$ cat src/rtl/uart_wrapper.sv
// UART front end: receives two-byte host commands on RX and transmits one-byte responses on TX.
// Receiver, command assembler and transmitter run independently (full duplex).
module uart_wrapper #(
    parameter int BAUD_DIV = 868
) (
    input  logic        clk,
    input  logic        rst_n,
    input  logic        RX,
    output logic        TX,
    output logic [15:0] cmd,
    output logic        cmd_rdy,
    input  logic        clr_cmd_rdy,
    input  logic [7:0]  resp,
    input  logic        send_resp,
    output logic        resp_sent
);

    // state     | meaning
    // RX_IDLE   | waiting for a falling edge on synchronized RX
    // RX_START  | timing to mid start bit, rejecting glitches
    // RX_DATA   | sampling 8 data bits, LSB first
    // RX_STOP   | timing to the stop-bit sample point
    // ASM_HIGH  | next received byte is cmd[15:8]
    // ASM_LOW   | next received byte is cmd[7:0]
    // TX_IDLE   | TX held high, waiting for send_resp
    // TX_XMIT   | shifting out start, 8 data, stop bits
    typedef enum logic [1:0] {RX_IDLE, RX_START, RX_DATA, RX_STOP} rx_state_t;
    typedef enum logic {ASM_HIGH, ASM_LOW} asm_state_t;
    typedef enum logic {TX_IDLE, TX_XMIT} tx_state_t;

    localparam int CW = $clog2(BAUD_DIV + 1);
    localparam logic [CW-1:0] DIV    = CW'(BAUD_DIV);
    localparam logic [CW-1:0] DIV_M1 = CW'(BAUD_DIV - 1);
    localparam logic [CW-1:0] HALF   = CW'(BAUD_DIV / 2);
    localparam logic [CW-1:0] ONE    = CW'(1);

    rx_state_t   rx_state;
    asm_state_t  asm_state;
    tx_state_t   tx_state;

    logic          rx_meta, rx_sync;
    logic [CW-1:0] rx_cnt, tx_cnt;
    logic [2:0]    rx_bits;
    logic [3:0]    tx_bits;
    logic [7:0]    rx_shift;
    logic [9:0]    tx_shift;
    logic          byte_done, start_ok, rx_tick;

    // A counter loaded with N expires N cycles later; <= 1 also covers a zero load.
    assign rx_tick = (rx_cnt <= ONE);
    assign TX      = tx_shift[0];

    always_ff @(posedge clk or negedge rst_n) begin
        if (!rst_n) begin
            rx_meta <= 1'b1;
            rx_sync <= 1'b1;
        end else begin
            rx_meta <= RX;
            rx_sync <= rx_meta;
        end
    end

    always_ff @(posedge clk or negedge rst_n) begin
        if (!rst_n) begin
            rx_state  <= RX_IDLE;
            rx_cnt    <= '0;
            rx_bits   <= '0;
            rx_shift  <= '0;
            byte_done <= 1'b0;
            start_ok  <= 1'b0;
        end else begin
            byte_done <= 1'b0;
            start_ok  <= 1'b0;
            case (rx_state)
                RX_IDLE: begin
                    if (!rx_sync) begin
                        rx_state <= RX_START;
                        rx_cnt   <= HALF;
                    end
                end
                RX_START: begin
                    if (rx_tick) begin
                        if (rx_sync) begin
                            rx_state <= RX_IDLE;
                            rx_cnt   <= '0;
                        end else begin
                            rx_state <= RX_DATA;
                            rx_cnt   <= DIV;
                            rx_bits  <= '0;
                            start_ok <= 1'b1;
                        end
                    end else begin
                        rx_cnt <= rx_cnt - ONE;
                    end
                end
                RX_DATA: begin
                    if (rx_tick) begin
                        rx_shift <= {rx_sync, rx_shift[7:1]};
                        rx_cnt   <= DIV;
                        if (rx_bits == 3'd7) rx_state <= RX_STOP;
                        else                 rx_bits  <= rx_bits + 3'd1;
                    end else begin
                        rx_cnt <= rx_cnt - ONE;
                    end
                end
                RX_STOP: begin
                    if (rx_tick) begin
                        byte_done <= 1'b1;
                        rx_state  <= RX_IDLE;
                        rx_cnt    <= '0;
                    end else begin
                        rx_cnt <= rx_cnt - ONE;
                    end
                end
                default: rx_state <= RX_IDLE;
            endcase
        end
    end

    // A completed command wins over a clear landing in the same cycle.
    always_ff @(posedge clk or negedge rst_n) begin
        if (!rst_n) begin
            asm_state <= ASM_HIGH;
            cmd       <= '0;
            cmd_rdy   <= 1'b0;
        end else begin
            if (byte_done) begin
                if (asm_state == ASM_LOW) begin
                    cmd[7:0]  <= rx_shift;
                    asm_state <= ASM_HIGH;
                end else begin
                    cmd[15:8] <= rx_shift;
                    asm_state <= ASM_LOW;
                end
            end
            if (byte_done && asm_state == ASM_LOW)
                cmd_rdy <= 1'b1;
            else if (clr_cmd_rdy || (start_ok && asm_state == ASM_HIGH))
                cmd_rdy <= 1'b0;
        end
    end

    // The zero count on entry marks the first cycle of the start bit.
    always_ff @(posedge clk or negedge rst_n) begin
        if (!rst_n) begin
            tx_state  <= TX_IDLE;
            tx_shift  <= '1;
            tx_cnt    <= '0;
            tx_bits   <= '0;
            resp_sent <= 1'b0;
        end else begin
            resp_sent <= 1'b0;
            case (tx_state)
                TX_IDLE: begin
                    if (send_resp) begin
                        tx_shift <= {1'b1, resp, 1'b0};
                        tx_bits  <= '0;
                        tx_cnt   <= '0;
                        tx_state <= TX_XMIT;
                    end
                end
                TX_XMIT: begin
                    if (tx_cnt == '0) begin
                        tx_cnt <= DIV_M1;
                    end else if (tx_cnt == ONE) begin
                        tx_shift <= {1'b1, tx_shift[9:1]};
                        tx_cnt   <= DIV;
                        if (tx_bits == 4'd9) begin
                            tx_state  <= TX_IDLE;
                            resp_sent <= 1'b1;
                            tx_cnt    <= '0;
                        end else begin
                            tx_bits <= tx_bits + 4'd1;
                        end
                    end else begin
                        tx_cnt <= tx_cnt - ONE;
                    end
                end
                default: tx_state <= TX_IDLE;
            endcase
        end
    end

endmodule

$ cat config.mk
export PLATFORM = sky130hd
export DESIGN_NAME = uart_wrapper
export DESIGN_NICKNAME = d
export VERILOG_FILES = /design/src/rtl/uart_wrapper.sv
export SDC_FILE = /design/constraint.sdc
export NUM_CORES = 1
export LEC_CHECK = 0
export ABC_CLOCK_PERIOD_IN_PS = 1950
export BUFFER_PORTS_ARGS = -buffer_cell sky130_fd_sc_hd__buf_2
export CORE_MARGIN = 2
export CORE_UTILIZATION = 45
export DETAILED_ROUTE_END_ITERATION = 7
export PLACE_DENSITY = 0.72
export SYNTH_ARGS = -nofsm -noshare
export SYNTH_HDL_FRONTEND = slang
export SYNTH_SLANG_ARGS = --single-unit
$ cat constraint.sdc
create_clock -name clk -period 1.95 [get_ports clk]
set_input_delay 0.2925 -clock clk [delete_from_list [all_inputs] [get_ports clk]]
set_output_delay 0.2925 -clock clk [all_outputs]
set_load 0.005 [all_outputs]
==> results.txt, run 1 <==
The run finished with clean final reports. The tightest min-delay check is of the input pin to register type. The number of primary I/O pins came out at 32. The core footprint came out at between 0.007 and 0.008 sq mm.

Leaving out fill and tap cells, the most frequent cells in the layout are sky130_fd_sc_hd__dfrtp_1, sky130_fd_sc_hd__mux2_2, sky130_fd_sc_hd__buf_2. Entering global routing, the biggest net connects slightly above 50 pins. The count of cells along the worst register-to-register path is 7.

Of all flip-flops after synthesis, the portion carrying an async set or reset was 1.00. The biggest cell delay along the critical path came out at about 0.43 ns. The slowest library cell on the worst path is sky130_fd_sc_hd__dfrtp_1.

The clock latency on the worst-skew pair came out at roughly 0.35 ns. In this run the remaining antenna-violating nets after routing total 0. The initial antenna violation count came to 0.

The number of global-route vias before repair came to roughly 2800. The type of the worst setup path is register to register. The sum of buffers and inverters on the critical path is 2.

In this run the power spent charging and discharging nets is 1.35 mW. The switching portion of total power came out at 0.306. The power share of the sequential group came out at 0.448. The static leakage came out at around 2.1 nW. The final hold violation count came to 0. After layout, the minimum clock period comes to between 1.5 and 2 ns. The aggregate negative setup slack is 0 ns.

The share of total power in combinational logic came out at 0.243. The count of port buffers added during placement came out at 31. Summed over all layers, the routed wires come to 7.56 mm.

The share of cells above drive strength 1 is 0.387. The worst hold path depth came out at 1. The maximum resistive drop on vdd is between 0.8 and 0.9 mV. The sort of element at the end of the critical path is a register. The data required time at the worst endpoint is 2.23 ns. Leaving out fill and tap cells, the most frequent cell in the layout is sky130_fd_sc_hd__dfrtp_1. The core utilization of the finished layout came out at 0.555. Traced cell by cell, the critical path runs through inv_2 -> ha_4 -> or3b_4 -> nor3_4 -> o31a_1 -> buf_12 -> mux2_4. The setup check on the worst reg-to-reg path leaves a slack of 0.06 ns.

The clock net in this run drives a total of 70 sinks. The worst clock skew came out at between 0.008 and 0.009 ns. The count of synthesis-stage warnings from yosys is 0. Counting tap cells, the placed design contains a total of roughly 460 instances. For this run, design rule violations remaining after detail routing come to 0.

Yosys mapped a number of flops with a built-in enable equal to 0. The part of the Yosys area used for sequential elements came out at 0.489. The effective utilization at floorplan came out at 0.465. The routability congestion estimate from global placement is 0.889. The cell sitting at the root of the clock tree is a sky130_fd_sc_hd__clkbuf_8. The count of final setup violators came out at 0. The synthesized netlist occupies a cell area of approximately 0.0036 sq mm. TritonCTS built the clock tree. The via density per instance is about 5.7.

The highest attainable clock frequency came out at roughly 0.53 GHz. The post-detailed-placement half-perimeter wirelength is approximately 5.3 mm. The total number of vias is ~2700.

The critical path data arrival time is around 2.2 ns. The critical-path maximum fanout is 9. The die area is approximately 0.009 sq mm.

The routed length per instance came out at roughly 16 microns. The register bit total from synthesis came out at 70. The clock share of power came out at 0.309. The final net count is around 400. The overall die width is around 94 microns. The instance count of the mapped netlist came out at 320. The power consumption came out at 4.41 mW. The clock-pin transition on the worst setup and hold timing paths is ~0.080 ns. Fill cells in the final layout number between 600 and 700. The number of CTS-inserted buffers came out at 9. The row count came out at 32. For hold timing, the worst endpoint is rx_meta. STA classifies the critical path startpoint as a register. Setup repair after global routing could not meet its margin everywhere.

The number of levels the H-tree was split into came out at 3. The initial DRC count came out at ~110. The count of max-cap constraint violations is 0.

Measured against its own limit, the worst slew margin works out to 0.634. The internal power contribution came out at about 3 mW. Broken down by cell family, the worst path's largest delay share belongs to simple AND/OR/NAND/NOR gates.

The number of distinct standard cells referenced by the synthesized netlist came out at between 60 and 70. The final max-slew violation count is 0. The cell area power density is ~1000 mW/mm^2. The actual transition at the worst max-transition pin is around 0.55 ns. The first TritonRoute pass finished after 4 iterations.

The startpoint identified for the worst register-to-register timing path is tx_cnt[0]. The most common flop cell mapped by yosys is sky130_fd_sc_hd__dfrtp_1. For this run the aggregate overflow at the end of global routing stands at 0.

The height of the die came out at between 90 and 100 microns. The worst hold path begins at RX. Dividing the final minimum period by the clock period gives 0.969. The post-route non-filler standard cell count is 482. The clock passes through at most 2 buffers. The area added between synthesis and finish is 19.4%. The synthesized net count came out at between 300 and 400. The overall fraction of global-route tracks in use is 0.191.

The repair_antennas step left the layout with diodes totalling 0. The end of the worst register-to-register path is tx_shift[6]. The wire length of the first global-routing pass came out at 13.1 mm. The average footprint of a synthesized cell came out at approximately 11 sq um.
state kept, by name, summed over array words and instances (netlist names), 3 cells and up, named ones only:
name,flops
rx_bits,3
rx_cnt,10
tx_cnt,10
cmd,16
rx_shift,8
tx_shift,9
tx_bits,4
power groups by stage:
stage | Sequential (mW) | Clock (mW) | Combinational, mW
2_1_floorplan | 1.96 | 0 | 0.735
3_3_place_gp | 1.98 | 0 | 0.997
3_5_place_dp | 1.99 | 0 | 1.05
4_1_cts | 1.97 | 1.39 | 1.05
5_1_grt | 2.01 | 1.46 | 1.18
6_report | 1.97 | 1.36 | 1.07
cells in the mapped netlist, types with 4 or more instances:
master | number | area [sq um]
sky130_fd_sc_hd__a21o_1 | 6 | 45.0
sky130_fd_sc_hd__a21oi_1 | 12 | 60.1
sky130_fd_sc_hd__a22o_1 | 5 | 43.8
sky130_fd_sc_hd__a31oi_1 | 4 | 25.0
sky130_fd_sc_hd__buf_2 | 4 | 20.0
sky130_fd_sc_hd__clkbuf_1 | 10 | 37.5
sky130_fd_sc_hd__dfrtp_1 | 59 | 1480
sky130_fd_sc_hd__dfstp_2 | 11 | 289
sky130_fd_sc_hd__ha_1 | 8 | 100
sky130_fd_sc_hd__inv_1 | 15 | 56.3
sky130_fd_sc_hd__mux2_2 | 32 | 360
sky130_fd_sc_hd__mux2_4 | 7 | 105
sky130_fd_sc_hd__nand2_1 | 21 | 78.8
sky130_fd_sc_hd__nand3_1 | 6 | 30.0
sky130_fd_sc_hd__nand4_1 | 6 | 37.5
sky130_fd_sc_hd__nor2_1 | 16 | 60.1
sky130_fd_sc_hd__nor3_1 | 5 | 25.0
sky130_fd_sc_hd__nor3b_1 | 4 | 30.0
sky130_fd_sc_hd__nor4_1 | 4 | 25.0
sky130_fd_sc_hd__o21ai_0 | 12 | 60.1
sky130_fd_sc_hd__o31ai_1 | 4 | 30.0
sky130_fd_sc_hd__or2_2 | 4 | 25.0
stage by stage:
stage	hold slack [ns]	instance area, sq um	setup slack [ns]
global route	0.0190	4310	-0.00835
floorplan	-0.00309	3640	0.0220
global placement	0.287	4060	0.0962
detailed placement	0.295	4060	0.0556
finish	0.0326	4310	0.0596
CTS	0.0229	4300	0.0438
how the worst max path moves through the flow:
stage                   to       from  cells past startpoint
2_1_floorplan  tx_shift[1]  tx_cnt[0]                      8
3_3_place_gp   tx_shift[2]  tx_cnt[1]                      7
3_5_place_dp   tx_shift[6]  tx_cnt[1]                      7
4_1_cts        tx_shift[6]  tx_cnt[1]                      7
5_1_grt          tx_cnt[6]  tx_cnt[0]                      7
6_report       tx_shift[6]  tx_cnt[0]                      7
final cells by class:
| class | count | area [sq um] | share of cell area |
|---|---|---|---|
| Timing Repair Buffer | 61 | 408 | 0.0945 |
| Clock inverter | 7 | 105 | 0.0244 |
| Tap cell | 102 | 128 | 0.0296 |
| Clock buffer | 9 | 124 | 0.0287 |
| Sequential cell | 70 | 1770 | 0.409 |
| Inverter | 15 | 56.3 | 0.0131 |
| Multi-Input combinational cell | 218 | 1730 | 0.401 |
timing repair:
item / in CTS / in global routing
setup buffers: 0 / 1
hold endpoints to repair: 18 / 0
endpoints found under the setup margin: 0 / 12
hold buffers: 1 / 0
resized for setup: 0 / 3
metal layers:
layer	vias up	part of all wire	GRT usage
li1	1297	-	-
met4	0	0.020	0.0978
met5	-	0	0
met3	16	0.033	0.0371
met1	1370	0.46	0.246
met2	55	0.49	0.308
cells by family after synthesis:
kind of cell             synth area share
AND/OR/NAND/NOR                     0.153
AO/OA/AOI/OAI                       0.151
flip-flops                          0.489
multiplexers                        0.134
buffers and inverters              0.0398
adder cells (fa/ha/maj)            0.0277
XOR/XNOR                          0.00485
Power figures use the tool's default switching activity.
==> inputs of run 2 (changes only) <==
Settings changed: BUFFER_PORTS_ARGS -buffer_cell sky130_fd_sc_hd__buf_2 to default, DONT_BUFFER_PORTS from default to 1, PLACE_DENSITY 0.72 to 0.69, REMOVE_ABC_BUFFERS from default to 1.
==> results.txt, run 2 (synthesis gave the netlist of run 1 again) <==
The end of the worst register-to-register path is tx_bits[0]. The total number of vias came out at 2626. The count of cells along the worst register-to-register path is 6.

In the global route stage, overall resource usage came out at 0.179. The share of total power in combinational logic came out at 0.254. The clock tree from TritonCTS is built.

The height of the die came out at 93.6 microns. The clock share of power is 0.265. The worst hold path depth came out at 1. Setup slack on the worst reg-to-reg path comes out at 0.06 ns.

The number of nets still failing antenna checks after routing is 0. The diode insertion count for antenna repair came out at 0. The critical-path maximum fanout came out at 5. More flip-flops sit in one register than any other, and that register is cmd. The run finished with clean final reports.

The endpoint with the worst hold slack is tx_cnt[1]. The number of primary I/O pins came out at 32. Measured along the x axis, the die boundary spans around 94 microns. The final worst slack is approximately 0.058 ns. The initial antenna violation count is 0. The aggregate negative setup slack came out at 0 ns.

The number of levels the H-tree was split into is 3. In this run the core area contains 32 standard-cell rows. The switching portion of total power came out at 0.320. The first routing iteration left about 180 violations.

The number of global-route vias before repair came out at 2647. Summing all multi-input logic gate instances after layout gives around 0.0017 sq mm. The wire length of the first global-routing pass came out at 12.4 mm. Summing all flip-flop and latch instances after layout gives 0.00177 sq mm. The maximum number of pins on one net before global-route repair is 71. The remaining max-slew budget at the tightest pin is 0.708. The die area came out at about 0.009 sq mm.

The count of final setup violators is 0. The clock-pin transition on the worst setup and hold timing paths came out at about 0.10 ns. The startpoint identified for the worst hold timing path is send_resp. The final hold violation count is 0. The detailed-router iteration count before antenna repair is 5. The most common cell after layout, fill and taps aside is sky130_fd_sc_hd__dfrtp_1. In the finished design, the share of the clock period the worst path needs comes to 0.970.

In this run the power spent charging and discharging nets is roughly 1.3 mW. The via density per instance came out at between 5 and 6. The routed wire length came out at 7.23 mm.

The number of CTS-inserted buffers is 9. The finished layout holds approximately 450 standard cells, fillers aside. The routability congestion estimate from global placement came out at 0.865. The maximum resistive drop on vdd came out at just over 0.7 mV. The critical path is of the register to register type. Of the cells placed in the final design, the portion with a size suffix greater than 1 is 0.349. The library cells used most frequently in the layout, excluding fill and tap cells, are sky130_fd_sc_hd__dfrtp_1, sky130_fd_sc_hd__mux2_2, sky130_fd_sc_hd__buf_4. The largest registers in the layout are cmd: 16 flops, rx_cnt: 10 flops, tx_cnt: 10 flops.

The clock passes through at most 2 buffers. The tightest min-delay check is of the input pin to register type. The layout has 702 filler cells. The design draws just over 4 mW. The clock latency on the worst-skew pair came out at 0.35 ns.

The critical path data arrival time came out at ~2.1 ns. The static leakage is 1.96 nW. The internal power contribution is about 2.8 mW. The startpoint type of the worst setup path is a register. The CTS root buffer is sky130_fd_sc_hd__clkbuf_8.

Before CTS, the worst setup slack after placement is 0.0377 ns. For the pin with the worst max-slew slack, the measured transition is roughly 0.44 ns. The final max-slew violation count came out at 0. The overall overflow remaining after global route came out at 0. The sort of element at the end of the critical path is a register.

The routed design could run at a clock period as short as around 1.9 ns. The placed instance count came out at between 400 and 500. The count of buffers added on input and output ports is 0. The final net count came out at roughly 370. The data required time at the worst endpoint is around 2.2 ns.

In the routed design, unresolved DRC markers number 0. For the final database, setup skew stands at around 0.016 ns. Dividing the detail-routed wire length by the instance count gives 15.9 microns. Across the run, the number of max-cap violations was 0. The post-detailed-placement half-perimeter wirelength is ~4.9 mm. The startpoint identified for the worst register-to-register timing path is tx_cnt[1]. The floorplan step defined a core boundary enclosing roughly 0.0078 sq mm.

The power share of the sequential group is 0.481. The highest attainable clock frequency is 0.529 GHz. The number of flip-flops under the largest register name is 16. The clock net sink count is 70. In this run the power density over the cells is around 990 mW/mm^2. Relative to the synthesized area, the layout overhead comes to 14.9%. The initial utilization of the core area, before any placement, comes to 0.465.
[run 2: cell count changes in the layout (fill, tap and decap cells not counted), moves of 2 or more]
cell                        change
sky130_fd_sc_hd__bufinv_16      -2
sky130_fd_sc_hd__dfrtp_1        -3
sky130_fd_sc_hd__dfrtp_2        +3
sky130_fd_sc_hd__clkinv_2       +2
sky130_fd_sc_hd__buf_2         -31
sky130_fd_sc_hd__buf_4          +2
[run 2: critical path, stage by stage, from the launching register on]
cell and delay, ns:
sky130_fd_sc_hd__dfrtp_1 0.40, sky130_fd_sc_hd__inv_2 0.08, sky130_fd_sc_hd__ha_4 0.12, sky130_fd_sc_hd__or3b_4 0.39, sky130_fd_sc_hd__or3_4 0.42, sky130_fd_sc_hd__a311o_1 0.28, sky130_fd_sc_hd__o311ai_1 0.09
[run 2: power groups by stage]
stage	combinational [mW]	sequential [mW]	clock (mW)
finish	1.05	1.98	1.09
global placement	0.911	1.99	0
detailed placement	0.945	1.99	0
global route	1.17	2.02	1.19
CTS	0.986	1.97	1.12
floorplan	0.653	1.97	0
[run 2: per-layer routing]
layer | vias to the layer above | GRT usage | wire, microns
met1 | 1293 | 0.241 | 3340
met4 | 0 | 0.0749 | 113
met5 | - | 0 | 0
met3 | 10 | 0.0371 | 386
li1 | 1240 | - | -
met2 | 83 | 0.281 | 3400
[run 2: timing repair]
| item | in CTS | in global routing |
|---|---|---|
| setup buffers | 0 | 1 |
| hold buffers | 3 | 0 |
| endpoints found under the hold margin | 71 | 0 |
| resized for setup | 0 | 12 |
| endpoints found under the setup margin | 0 | 14 |
[run 2: area by class of cell]
cell class,instances,share of cell area
Clock buffer,9,0.0298
Clock inverter,7,0.0133
Inverter,15,0.0136
Multi-Input combinational cell,218,0.418
Sequential cell,70,0.426
Tap cell,102,0.0308
Timing Repair Buffer,33,0.0687
[run 2: stage by stage]
stage | cell area (sq um) | hold WS, ns | utilization
2_1_floorplan | 3520 | -0.00309 | -
3_3_place_gp | 3880 | -0.00138 | 0.500
3_5_place_dp | 3880 | -0.00171 | 0.500
4_1_cts | 4110 | 0.0198 | 0.529
5_1_grt | 4150 | 0.0219 | 0.534
6_report | 4150 | 0.0256 | 0.534
[run 2: how the worst max path moves through the flow]
stage | startpoint | depth (start not counted) | to
2_1_floorplan | tx_cnt[0] | 6 | tx_shift[1]
3_3_place_gp | tx_cnt[0] | 6 | tx_bits[0]
3_5_place_dp | rx_cnt[0] | 5 | rx_cnt[7]
4_1_cts | tx_cnt[1] | 6 | tx_bits[0]
5_1_grt | rx_cnt[4] | 4 | rx_cnt[9]
6_report | tx_cnt[1] | 6 | tx_bits[0]
